### src/rtl/polar_pkg.sv
// Shared polar-code definitions: FSM state encoding, block-size limit and
// the bit-reversal index map used for frozen-mask / codeword layout.
package polar_pkg;

  localparam int unsigned MAX_N = 1024;

  typedef enum logic [1:0] {
    IDLE   = 2'd0,
    LOAD   = 2'd1,
    ENCODE = 2'd2,
    OUT    = 2'd3
  } polar_state_e;

  // Reverse the low nbits bits of x.
  function automatic int unsigned bitrev(input int unsigned x, input int unsigned nbits);
    int unsigned r;
    r = 0;
    for (int unsigned b = 0; b < nbits; b++) begin
      r = r | (((x >> b) & 1) << (nbits - 1 - b));
    end
    return r;
  endfunction

endpackage

### src/rtl/polar_encoder_if.sv
// Frame-start, info-bit stream and codeword handshake bundle of the polar encoder.
interface polar_encoder_if #(
  parameter int unsigned N = 16
) ();

  logic         start_i;
  logic         start_ready_o;
  logic [N-1:0] frozen_mask_i;
  logic         info_bit_i;
  logic         info_valid_i;
  logic         info_ready_o;
  logic [N-1:0] codeword_o;
  logic         cw_valid_o;
  logic         cw_ready_i;

  modport master (
    output start_i, frozen_mask_i, info_bit_i, info_valid_i, cw_ready_i,
    input  start_ready_o, info_ready_o, codeword_o, cw_valid_o
  );

  modport slave (
    input  start_i, frozen_mask_i, info_bit_i, info_valid_i, cw_ready_i,
    output start_ready_o, info_ready_o, codeword_o, cw_valid_o
  );

endinterface

### src/rtl/polar_enc_butterfly.sv
// One stage of the F^{(x)n} transform: u[i] ^= u[i + 2^s] for every i with bit s clear.
module polar_enc_butterfly #(
  parameter int unsigned N       = 16,
  parameter int unsigned LOG2N   = 4,
  parameter int unsigned STAGE_W = 2
) (
  input  logic [N-1:0]       u_i,
  input  logic [STAGE_W-1:0] stage_i,
  output logic [N-1:0]       u_next_o
);

  // i | 2^s equals i + 2^s when bit s of i is clear, and is always in range.
  always_comb begin
    u_next_o = u_i;
    for (int unsigned s = 0; s < LOG2N; s++) begin
      for (int unsigned i = 0; i < N; i++) begin
        if (stage_i == STAGE_W'(s) && ((i >> s) & 1) == 0) begin
          u_next_o[i] = u_i[i] ^ u_i[i | (1 << s)];
        end
      end
    end
  end

endmodule

### src/rtl/polar_encoder.sv
// Iterative polar encoder: builds u from frozen mask + info stream, runs one butterfly
// stage per cycle, then holds the codeword. POLAR_ENC_BITREV_EN bit-reverses the output.
module polar_encoder
  import polar_pkg::*;
#(
  parameter int unsigned N = 16
) (
  input  logic           clk_i,
  input  logic           rst_i,
  polar_encoder_if.slave bus
);

  localparam int unsigned LOG2N   = $clog2(N);
  localparam int unsigned IDX_W   = $clog2(N);
  localparam int unsigned STAGE_W = $clog2(LOG2N);

  localparam logic [1:0] ST_IDLE   = IDLE;
  localparam logic [1:0] ST_LOAD   = LOAD;
  localparam logic [1:0] ST_ENCODE = ENCODE;
  localparam logic [1:0] ST_OUT    = OUT;

  logic [1:0]         state_q, state_d;
  logic [IDX_W-1:0]   idx_q, idx_d;
  logic [STAGE_W-1:0] stage_q, stage_d;
  logic [N-1:0]       u_q, u_d;
  logic [N-1:0]       mask_q, mask_d;
  logic               start_ready_q, start_ready_d;
  logic               info_ready_q, info_ready_d;
  logic               cw_valid_q, cw_valid_d;
  logic [N-1:0]       u_bfly;
  logic [N-1:0]       cw_c;

  polar_enc_butterfly #(
    .N       (N),
    .LOG2N   (LOG2N),
    .STAGE_W (STAGE_W)
  ) u_bfly_stage (
    .u_i      (u_q),
    .stage_i  (stage_q),
    .u_next_o (u_bfly)
  );

  // Next-state, datapath and registered handshake outputs.
  always_comb begin
    state_d = state_q;
    idx_d   = idx_q;
    stage_d = stage_q;
    u_d     = u_q;
    mask_d  = mask_q;
    case (state_q)
      ST_IDLE: begin
        if (bus.start_i) begin
          mask_d  = bus.frozen_mask_i;
          u_d     = '0;
          idx_d   = '0;
          state_d = ST_LOAD;
        end
      end
      ST_LOAD: begin
        // Frozen positions advance unconditionally; unfrozen ones wait for a valid bit.
        if (mask_q[idx_q] || bus.info_valid_i) begin
          u_d[idx_q] = ~mask_q[idx_q] & bus.info_bit_i;
          if (idx_q == IDX_W'(N - 1)) begin
            idx_d   = '0;
            stage_d = '0;
            state_d = ST_ENCODE;
          end else begin
            idx_d = idx_q + IDX_W'(1);
          end
        end
      end
      ST_ENCODE: begin
        u_d = u_bfly;
        if (stage_q == STAGE_W'(LOG2N - 1)) begin
          state_d = ST_OUT;
        end else begin
          stage_d = stage_q + STAGE_W'(1);
        end
      end
      ST_OUT: begin
        if (bus.cw_ready_i) begin
          state_d = ST_IDLE;
        end
      end
      default: state_d = ST_IDLE;
    endcase
    start_ready_d = (state_d == ST_IDLE);
    info_ready_d  = (state_d == ST_LOAD) && !mask_d[idx_d];
    cw_valid_d    = (state_d == ST_OUT);
  end

  always_ff @(posedge clk_i or posedge rst_i) begin
    if (rst_i) begin
      state_q       <= ST_IDLE;
      idx_q         <= '0;
      stage_q       <= '0;
      u_q           <= '0;
      mask_q        <= '0;
      start_ready_q <= 1'b1;
      info_ready_q  <= 1'b0;
      cw_valid_q    <= 1'b0;
    end else begin
      state_q       <= state_d;
      idx_q         <= idx_d;
      stage_q       <= stage_d;
      u_q           <= u_d;
      mask_q        <= mask_d;
      start_ready_q <= start_ready_d;
      info_ready_q  <= info_ready_d;
      cw_valid_q    <= cw_valid_d;
    end
  end

`ifdef POLAR_ENC_BITREV_EN
  always_comb begin
    cw_c = '0;
    for (int unsigned j = 0; j < N; j++) begin
      cw_c[j] = u_q[IDX_W'(bitrev(j, LOG2N))];
    end
  end
`else
  assign cw_c = u_q;
`endif

  assign bus.start_ready_o = start_ready_q;
  assign bus.info_ready_o  = info_ready_q;
  assign bus.cw_valid_o    = cw_valid_q;
  assign bus.codeword_o    = cw_c;

endmodule
### src/flat_wrapper.sv
// flat-port wrapper written by rule: the top's interface ports become plain ports
module polar_encoder_flat import polar_pkg::*;
#(
  parameter int unsigned N = 16
)
  (clk_i, rst_i, bus_start_i, bus_frozen_mask_i, bus_info_bit_i, bus_info_valid_i, bus_cw_ready_i, bus_start_ready_o, bus_info_ready_o, bus_codeword_o, bus_cw_valid_o);
  polar_encoder_if #(.N(N)) bus_i ();
  input  logic clk_i;
  input  logic rst_i;
  input wire logic [$bits(bus_i.start_i)-1:0] bus_start_i;
  input wire logic [$bits(bus_i.frozen_mask_i)-1:0] bus_frozen_mask_i;
  input wire logic [$bits(bus_i.info_bit_i)-1:0] bus_info_bit_i;
  input wire logic [$bits(bus_i.info_valid_i)-1:0] bus_info_valid_i;
  input wire logic [$bits(bus_i.cw_ready_i)-1:0] bus_cw_ready_i;
  output wire logic [$bits(bus_i.start_ready_o)-1:0] bus_start_ready_o;
  output wire logic [$bits(bus_i.info_ready_o)-1:0] bus_info_ready_o;
  output wire logic [$bits(bus_i.codeword_o)-1:0] bus_codeword_o;
  output wire logic [$bits(bus_i.cw_valid_o)-1:0] bus_cw_valid_o;
  assign bus_i.start_i = bus_start_i;
  assign bus_i.frozen_mask_i = bus_frozen_mask_i;
  assign bus_i.info_bit_i = bus_info_bit_i;
  assign bus_i.info_valid_i = bus_info_valid_i;
  assign bus_i.cw_ready_i = bus_cw_ready_i;
  assign bus_start_ready_o = bus_i.start_ready_o;
  assign bus_info_ready_o = bus_i.info_ready_o;
  assign bus_codeword_o = bus_i.codeword_o;
  assign bus_cw_valid_o = bus_i.cw_valid_o;
  polar_encoder #(.N(N)) u_core (.clk_i(clk_i), .rst_i(rst_i), .bus(bus_i));
endmodule
### config.mk
export PLATFORM = sky130hd
export DESIGN_NAME = polar_encoder_flat
export DESIGN_NICKNAME = d
export VERILOG_FILES = /design/src/rtl/polar_pkg.sv /design/src/rtl/polar_encoder_if.sv /design/src/rtl/polar_enc_butterfly.sv /design/src/rtl/polar_encoder.sv /design/src/flat_wrapper.sv
export SDC_FILE = /design/constraint.sdc
export NUM_CORES = 1
export LEC_CHECK = 0
export ABC_AREA = 1
export CELL_PAD_IN_SITES_DETAIL_PLACEMENT = 0
export CELL_PAD_IN_SITES_GLOBAL_PLACEMENT = 2
export CORE_ASPECT_RATIO = 0.5
export CORE_UTILIZATION = 33
export CTS_CLUSTER_DIAMETER = 60
export DETAILED_ROUTE_END_ITERATION = 12
export PLACE_DENSITY = 0.95
export SYNTH_ARGS = -nofsm -noshare
export SYNTH_HDL_FRONTEND = slang
export SYNTH_SLANG_ARGS = --single-unit
### constraint.sdc
create_clock -name clk_i -period 4.9 [get_ports clk_i]
set_clock_uncertainty 0.05 [all_clocks]
set_input_delay 0.98 -clock clk_i [delete_from_list [all_inputs] [get_ports clk_i]]
set_output_delay 0.98 -clock clk_i [all_outputs]
set_load 0.05 [all_outputs]
# == Word level (Yosys, flattened, before mapping) ==
# Cells that the tools add are included.
# op_classes
add_sub_neg,2
order_cmp,3
eq_ne,28
n_mux,58
bitwise_logic,35
n_reduce_logical,27
# op_table
cell,count
$reduce_and A4 Y1,17
$mux W16,4
$pmux W16 S3,1
$mux W1,35
$xor A1 B1 Y1,32
$bwmux W16,1
$mux W2,8
$mux W4,3
$ne A4 B3 Y1 const B,3
$eq A2 B2 Y1 const B,5
$lt A4 B5 Y1 const B,2
$ne A2 B2 Y1 const B,5
$ne A3 B2 Y1 const B,3
$ne A3 B3 Y1 const B,3
$bmux W1 S4,2
$pmux W2 S4,1
$pmux W4 S2,1
$eq A2 B1 Y1 const B,3
$logic_not A2 Y1,3
$ne A2 B1 Y1 const B,3
$ne A5 B4 Y1 const B,1
$add A4 B1 Y4 const B,1
$demux W1 S4,1
$eq A4 B4 Y1 const B,1
other kinds (11),14
# totals
register_bits,43
out_inout_bits,19

# == Logic depth before layout (Yosys ltp) ==
# Gate-level depths: netlist of run 1.
# depth
ltp_word,9
mapped_depth,19
depth_no_buf,18

# == Cells and area by module ==
# A second synthesis of run 1 with hierarchy kept.
# unflattened
hier_cells,470
area_unflattened_um2,3230.6
# modules_own_cells
mod,n_inst,cells_each,area_each_um2
polar_encoder,1,369,2708.8
polar_enc_butterfly,1,101,521.8

# == Worst setup path before layout of run 1 ==
# No wires, ideal clock.
# synth_timing
kind,input to register
startpoint,input bus_start_i
endpoint,register u_core.info_ready_q (netlist: u_core.bus.info_ready_o)
setup_ns,0.117
arrival_time_ns,1.981
required_time_ns,4.733
slack_ns,2.753
stages,13
cell_sequence,nor2_1 > nor2_1 > nand2_4 > nand2_4 > nand2_2 > buf_6 > nand2_1 > o21ai_1 > nand2_1 > nand2_1 > nor2_1 > nor2_1 > nor2_1
# synth_between
elab_chain_len,6
word_cells_on_any_way,11
classes_between,eq/ne: 1; mux: 8; reduce/logical: 2
# synth_lines
element,line_no,text
"start, declared",flat_wrapper.sv:10,input wire logic [$bits(bus_i.start_i)-1:0] bus_start_i;
$mux W4,polar_encoder.sv:52,if (bus.start_i) begin
$pmux W4 S2,polar_encoder.sv:50,case (state_q)
net u_core.idx_d[0],polar_encoder.sv:23,"logic [IDX_W-1:0] idx_q, idx_d;"
$bmux W1 S4,polar_encoder.sv:88,info_ready_d = (state_d == ST_LOAD) && !mask_d[idx_d];
$mux W1 (not written as such),polar_encoder.sv:88,
$logic_not A1 Y1,polar_encoder.sv:88,
$logic_and A1 B1 Y1,polar_encoder.sv:88,
net u_core.info_ready_d,polar_encoder.sv:28,"logic info_ready_q, info_ready_d;"
"end signal, assigned",polar_encoder.sv:109,info_ready_q <= info_ready_d;
"end, declared",polar_encoder.sv:28,
# The timed path passes the listed nets, and every way through them passes these cells. The select of a mux whose other input is x is not followed.
# A chain may end at the register's enable or synchronous reset.

# == Worst setup path after layout of run 1 ==
# layout_timing
startpoint,register u_core.idx_q[0]
endpoint,register u_core.u_q[2] (netlist: u_core.bus.codeword_o[2])
# layout_between
elab_chain_len,7
word_cells_on_any_way,15
classes_between,order compare: 2; eq/ne: 1; mux: 7; bitwise: 2; reduce/logical: 3
# layout_lines
element,line_no,text
"start, declared",polar_encoder.sv:23,
"start signal, assigned",polar_encoder.sv:104,idx_q <= idx_d;
"$lt A4 B5 Y1 (not written as such), or another cell as far along",polar_encoder.sv:62,u_d[idx_q] = ~mask_q[idx_q] & bus.info_bit_i;
$logic_and A1 B1 Y1 (not written as such) / $mux W1 (equally long branches),"polar_encoder.sv:62, polar_encoder.sv:61",
$mux W1 (not written as such) / $not A1 Y1 (equally long branches),polar_encoder.sv:62,
$demux W1 S4 / $and A1 B1 Y1 (equally long branches),n/a,
$bwmux W16,polar_encoder.sv:62,
$mux W16,polar_encoder.sv:61,if (mask_q[idx_q] || bus.info_valid_i) begin
$pmux W16 S3,polar_encoder.sv:50,
"end signal, assigned",polar_encoder.sv:106,u_q <= u_d;
"end, declared",polar_encoder.sv:25,"logic [N-1:0] u_q, u_d;"
# Parallel ways exist; a longest one is shown, timed or not. The select of a mux whose other input is x is not followed.

==> key figures, run 1 <==
Outcome
  • Outcome: completed

Synthesis
  • Post-synth EDFFs: 0
  • Mapped Area: 0.00318 mm2
  • Ranking of synthesized cells by area: dfrtp_1 33%, nand2_1 11%, o21ai_0 11%, inv_1 8.5%, nand3_1 6.8%
  • Most common cell in the netlist: nand2_1
  • Mapped Cells: 464
  • #FFs+latches synth: 43
  • Warnings, synthesis: 0
  • Most used flip-flop cell after synthesis: dfrtp_1
  • Synthesized Nets: 498
  • Synth top cells by count: 90 x nand2_1, 72 x inv_1, 67 x o21ai_0
  • Syn Area/Cell: 6.86 um2
  • Register area share after synthesis: 0.338
  • Asr flop ratio synth: 1.00
  • Netlist cell types: 35
  • Leading area contributor after synthesis: dfrtp_1
  • Share of the synthesized area in the top cell type: 0.330

Clock tree
  • Postcts setup bufs: 0
  • CTS Root Cell: clkbuf_16
  • H-tree Lvls: 2
  • Worst-Skew Late Latency: 0.30 ns
  • Clock Path Buffers: 2
  • Cts hold-fix bufs: 0
  • CTS tree: built
  • Clk slew on worst S/H paths: 0.07 ns
  • Sink Count: 43
  • CTS buffer count: 5
  • CTS resizes: 0

Die
  • # IOs: 41
  • Die Wd: 141 um
  • Row cnt: 24
  • Placeable Area: 0.00904 mm2
  • Die Y: 71.4 um
  • Initial Util: 0.352
  • Die ar.: 0.0101 mm2

Drt
  • Initial DRC count: 193
  • WL final: 9.03 mm
  • DR vias/cell: 4.94
  • Routed len/inst: 14.4 um
  • Post-route ant nets: 0
  • Drt first pass iters: 4
  • Drt drc: 0
  • Vias: 3089

Global route
  • GRT overflow: 0
  • Met3 Use GR: 0.0354
  • Tot GR Track Use: 0.193
  • Largest net degree at the start of global routing: 44
  • Initial antenna violation count: 0
  • Vias in the first global route: 2875
  • GR Util met1: 0.277
  • GR peak layer: met2
  • First-pass GRT wire length: 14.9 mm
  • Met2 Track Usage GR: 0.305

Cells and area
  • Area Growth Syn to Fin: 20.1%
  • Share of cells above drive strength 1: 0.0525
  • NumNets Final: 528
  • N_diodes: 0

STA
  • Fin Setup TNS: 0 ns
  • Min Clock Period, post-route: 2.80 ns
  • Tcrit/Tclk final: 0.571
  • Hold WS: 0.479 ns
  • Worst Tran Pin Value: 0.852 ns
  • Max-slew violations: 0
  • RSZ-0062 raised after global routing: no
  • Setup-failing EPs final: 0
  • Rel. slew slack: 0.431
  • Achievable frequency: 0.357 GHz
  • Hold Vio Cnt, Final: 0

Place
  • Detailed Place HPWL: 6.57 mm
  • Port Buf Inserts: 40
  • Final GP Congestion: 0.806

Worst setup path
  • Crit path largest cell delay: 0.59 ns
  • Worst Reg-to-Reg Cells: 14
  • Cell family with most CP delay: simple AND/OR/NAND/NOR gates
  • Arrival @ worst endpoint: 2.93 ns
  • CP Launch Point: u_core.idx_q[0]
  • R2R Setup Slk: 2.10 ns
  • WP depth: 14
  • CP Class: reg -> reg
  • Worst setup EP type: flop
  • Most numerous cell on the critical path: nand2_1
  • FF-to-FF Start: u_core.idx_q[0]
  • Buf+Inv Stages, Crit Path: 2
  • Critical Path Fanout Max: 13
  • Critical Path, Cell by Cell: inv_2, nand2_1, nand3_1, nand2_1, nand2_1, nand2_1, nor2_4, nand3_4, nand2_1, inv_1, a21oi_1, o21ai_0, nand3_1, o21ai_1
  • Worst reg2reg endpoint: u_core.bus.codeword_o[2]
  • Startpoint Class: flop
  • Capture point of the worst path: u_core.bus.codeword_o[2]
  • Worst path slowest cell: dfrtp_1
  • Required time worst endpoint: 5.03 ns

Power and ir drop
  • Pwr dens: 651 mW/mm2
  • LEAKAGE: 1.69 nW
  • VDD IR-drop max: 0.252 mV

Job
  • Max-cap viol count: 0

Hold path
  • HP Class: reg -> reg
  • Hold path start: u_core.bus.codeword_o[8]
==> logic make-up (layout without fill, tap and decap cells) <==
kind of cell,after synthesis,in the layout,synth area share
flops,43,43,0.338
buf+inv,96,127,0.118
compound gates,124,124,0.220
xor+xnor,12,12,0.0330
simple gates,177,177,0.244
fa+ha+maj,12,12,0.0472
==> tightest hold or removal path: stages, from the launching register on <==
cell and delay [ns]:
dfrtp_1 0.38, nand2_1 0.06, o21ai_0 0.06
==> metrics by stage <==
step / total power (W) / instances / setup slack, ns / instance area [um2] / util
3_3_place_gp: 0.00213 / 617 / 1.77 / 3670 / 0.406
3_5_place_dp: 0.00213 / 617 / 1.78 / 3670 / 0.406
6_report: 0.00249 / 625 / 2.10 / 3820 / 0.423
2_1_floorplan: 0.00174 / 464 / 2.75 / 3180 / -
4_1_cts: 0.00250 / 625 / 2.09 / 3820 / 0.423
5_1_grt: 0.00273 / 625 / 1.85 / 3820 / 0.423
==> cell usage in the layout, fill, tap and decap left out, types with 2 or more instances in the layout <==
master	instances
inv_1	71
nand3_1	43
inv_6	2
a21oi_2	2
a21oi_1	27
o211ai_1	3
clkbuf_16	5
o31ai_1	5
nand2_4	3
nand2_1	90
clkdlybuf4s50_1	40
o21ai_1	4
o22ai_1	4
o32ai_1	3
inv_2	4
xnor2_1	6
o311ai_0	6
nor2_1	33
ha_1	12
nand2_2	3
clkinv_1	3
dfrtp_1	42
o21ai_0	67
xor2_1	6
==> state kept, by name, summed over array words and instances (netlist names) <==
signal and flops:
u_core.state_q 2, u_core.bus.start_ready_o 1, u_core.stage_q 2, u_core.bus.cw_valid_o 1, u_core.bus.codeword_o 16, u_core.idx_q 4
u_core.bus.info_ready_o 1, u_core.mask_q 16
==> per-layer routing <==
metal / wire length, um / up-vias / part of all wire
met2: 3980 / 67 / 0.44
li1: - / 1579 / -
met4: 74 / 0 / 0.0082
met5: 0 / - / 0
met3: 411 / 6 / 0.046
met1: 4560 / 1437 / 0.50
==> power breakdown <==
group	total (W)	internal, W	switching (W)
clock network	0.000362	0.000194	0.000168
logic	0.00154	0.000474	0.00107
registers	0.000585	0.000482	0.000103
==> area by class of cell <==
cell class	instances	area [um2]
fill	968	5220
multi-input combinational	325	1730
sequential	43	1080
timing repair buffer	41	408
inverter	78	293
tap	130	163
clock buffer	5	125
clock inverter	3	26.3
==> worst min-delay path by stage <==
stage                               end  slack, ns  depth (start not counted)
2_1_floorplan          u_core.mask_q[1]       0.50                          4
3_3_place_gp   u_core.bus.codeword_o[8]       0.47                          2
3_5_place_dp   u_core.bus.codeword_o[8]       0.47                          2
4_1_cts        u_core.bus.codeword_o[8]       0.49                          2
5_1_grt        u_core.bus.codeword_o[8]       0.55                          2
6_report       u_core.bus.codeword_o[8]       0.48                          2
Power figures use the tool's default switching activity.
==> inputs of run 2 (changes only) <==
CORE_UTILIZATION = 31   (was 33)
PLACE_DENSITY = 0.92   (was 0.95)
clock period = 2.6 ns   (was 4.9 ns; I/O delays follow)
==> run 2 against run 1 <==
  * Cell count rose by 3.4%
  * Combinational power rose by 100%
  * Wire length rose by 1.7%
  * Global-route usage fell by 0.64 points
  * Maximum frequency rose by 20%
  * Clock power rose by 75%
  * Hold slack improved by 0.023 ns
  * Utilization fell by 1.5 points
  * Setup slack got worse by 1.8 ns
  * Sequential cell count did not move
  * Critical endpoint is now u_core.bus.codeword_o[0]
==> key figures, run 2 (same netlist as run 1, synthesis figures left out) <==
Power and ir drop
  • Pwr dens: 1220 mW/mm2 (+87%)
  • LEAKAGE: 1.77 nW (+4.5%)
  • VDD IR-drop max: 0.385 mV (+53%)

STA
  • Min Clock Period, post-route: 2.33 ns (-0.473 ns)
  • Setup-failing EPs final: 0 (unchanged)
  • Hold Vio Cnt, Final: 0 (unchanged)
  • Max-slew violations: 0 (unchanged)
  • Rel. slew slack: 0.590 (+0.160)
  • Tcrit/Tclk final: 0.895 (+0.323)
  • Worst Tran Pin Value: 0.614 ns (-0.238 ns)
  • Achievable frequency: 0.430 GHz (+20%)
  • RSZ-0062 raised after global routing: no
  • Fin Setup TNS: 0 ns (unchanged)

Drt
  • Routed len/inst: 14.2 um (-1.6%)
  • Vias: 3129 (+1.3%)
  • WL final: 9.19 mm (+1.7%)
  • Post-route ant nets: 0 (unchanged)
  • Drt drc: 0 (unchanged)
  • DR vias/cell: 4.84 (-2.0%)
  • Drt first pass iters: 5 (+1)
  • Initial DRC count: 174 (-9.8%)

Place
  • Final GP Congestion: 0.823 (+2.0%)
  • Detailed Place HPWL: 6.96 mm (+5.8%)
  • Port Buf Inserts: 40 (unchanged)

Die
  • Placeable Area: 0.00970 mm2 (+7.3%)
  • # IOs: 41 (unchanged)
  • Die ar.: 0.0107 mm2 (+6.3%)
  • Die Wd: 145 um (+3.1%)
  • Row cnt: 25 (+4.2%)
  • Initial Util: 0.328 (-0.0239)
  • Die Y: 73.7 um (+3.1%)

Worst setup path
  • FF-to-FF Start: u_core.idx_q[0]
  • Critical Path Fanout Max: 12 (-1)
  • R2R Setup Slk: 0.27 ns (-1.83 ns)
  • CP Class: reg -> reg
  • Worst setup EP type: flop
  • CP Launch Point: u_core.idx_q[0]
  • Required time worst endpoint: 2.74 ns (-2.29 ns)
  • Arrival @ worst endpoint: 2.46 ns (-0.47 ns)
  • Worst Reg-to-Reg Cells: 15 (+1)
  • Startpoint Class: flop
  • Worst reg2reg endpoint: u_core.bus.codeword_o[0]

Cells and area
  • Share of cells above drive strength 1: 0.0881 (+0.0355)
  • NumNets Final: 544 (+3.0%)
  • N_diodes: 0 (unchanged)
  • Post-layout util: 0.408 (-0.0145)
  • Area Growth Syn to Fin: 24.4%
  • Most common cell after layout, fill and taps aside: nand2_1
  • Most frequent cells in the layout: 90 x nand2_1, 71 x inv_1, 67 x o21ai_0

Outcome
  • Outcome: completed

Clock tree
  • Sink Count: 43 (unchanged)
  • CTS Root Cell: clkbuf_16
  • H-tree Lvls: 2 (unchanged)
  • Clk slew on worst S/H paths: 0.06 ns (about the same)
  • CTS tree: built
  • Worst-Skew Late Latency: 0.29 ns (about the same)
  • CTS buffer count: 5 (unchanged)
  • Clock Path Buffers: 2 (unchanged)

Hold path
  • Hold Path Sink: u_core.bus.codeword_o[8]
  • Hold path start: u_core.bus.codeword_o[8]
  • HP Class: reg -> reg
  • Worst hold path depth: 2 (unchanged)

Global route
  • Largest net degree at the start of global routing: 33 (-25%)
  • First-pass GRT wire length: 15.4 mm (+3.5%)
  • Vias in the first global route: 3070 (+6.8%)
  • Initial antenna violation count: 0 (unchanged)
  • Tot GR Track Use: 0.186 (-0.00639)
  • GRT overflow: 0 (unchanged)

Job
  • Max-cap viol count: 0 (unchanged)
-- run 2: layout make-up --
cell class	instances	area, um2
Clock inverter	2	12.5
Tap cell	135	169
Fill cell	1026	5740
Clock buffer	6	129
Inverter	78	295
Sequential cell	43	1080
Multi-Input combinational cell	325	1730
Timing Repair Buffer	57	541
-- run 2: routing by layer --
| metal | global-route usage | part of all wire |
|---|---|---|
| met1 | 0.248 | 0.51 |
| met2 | 0.313 | 0.44 |
| met3 | 0.0329 | 0.043 |
| met4 | 0.0561 | 0.012 |
| met5 | 0 | 0 |
-- run 2: worst max-delay path: stages, from the launching register on --
cell and delay, ns:
dfrtp_2 0.51, inv_4 0.16, nand2_1 0.06, nand3_1 0.07, nand2_1 0.09, nand2_1 0.07, nand2_1 0.08, nor2_4 0.15
nand3_4 0.12, nand2_1 0.16, buf_4 0.18, a21oi_1 0.10, a21oi_2 0.22, nand2_1 0.07, nand3_1 0.08, nand2_1 0.05
-- run 2: worst max-delay path by stage --
stage / end / slack, ns / cells after the start
final: u_core.bus.codeword_o[0] / 0.27 / 15
after detailed placement: u_core.bus.info_ready_o / 0.06 / 17
after global placement: u_core.bus.info_ready_o / 0.03 / 16
after CTS: u_core.bus.info_ready_o / 0.03 / 17
after floorplan: u_core.bus.codeword_o[0] / 0.64 / 15
after global routing: u_core.bus.info_ready_o / 0.03 / 14
-- run 2: through the flow --
stage	instance area [um2]	instances	hold WS, ns	worst slack (ns)	total power (W)
6_report	3960	646	0.503	0.273	0.00481
5_1_grt	3960	646	0.552	0.0280	0.00530
4_1_cts	3940	645	0.506	0.0321	0.00482
3_5_place_dp	3800	637	0.490	0.0595	0.00416
3_3_place_gp	3800	637	0.494	0.0325	0.00416
2_1_floorplan	3180	464	0.496	0.645	0.00328
-- run 2: where the power goes --
part / switching [W] / total, W / internal, W / leakage, nW
sequential: 0.000187 / 0.00110 / 0.000912 / 0.533
combinational: 0.00206 / 0.00308 / 0.00102 / 1.17
clock: 0.000279 / 0.000634 / 0.000355 / 0.0669
total: 0.00252 / 0.00481 / 0.00229 / 1.77
-- run 2: timing repair --
action | in CTS | in global routing
hold buffers | 0 | 0
setup endpoints to repair | 0 | 13
gates resized for setup | 0 | 4
setup buffers | 0 | 1
==> inputs of run 3 (changes only) <==
SLEW_MARGIN = 20   (was unset)
==> results of run 3 <==
Final layout, timing and power as in run 2 (identical DEF).
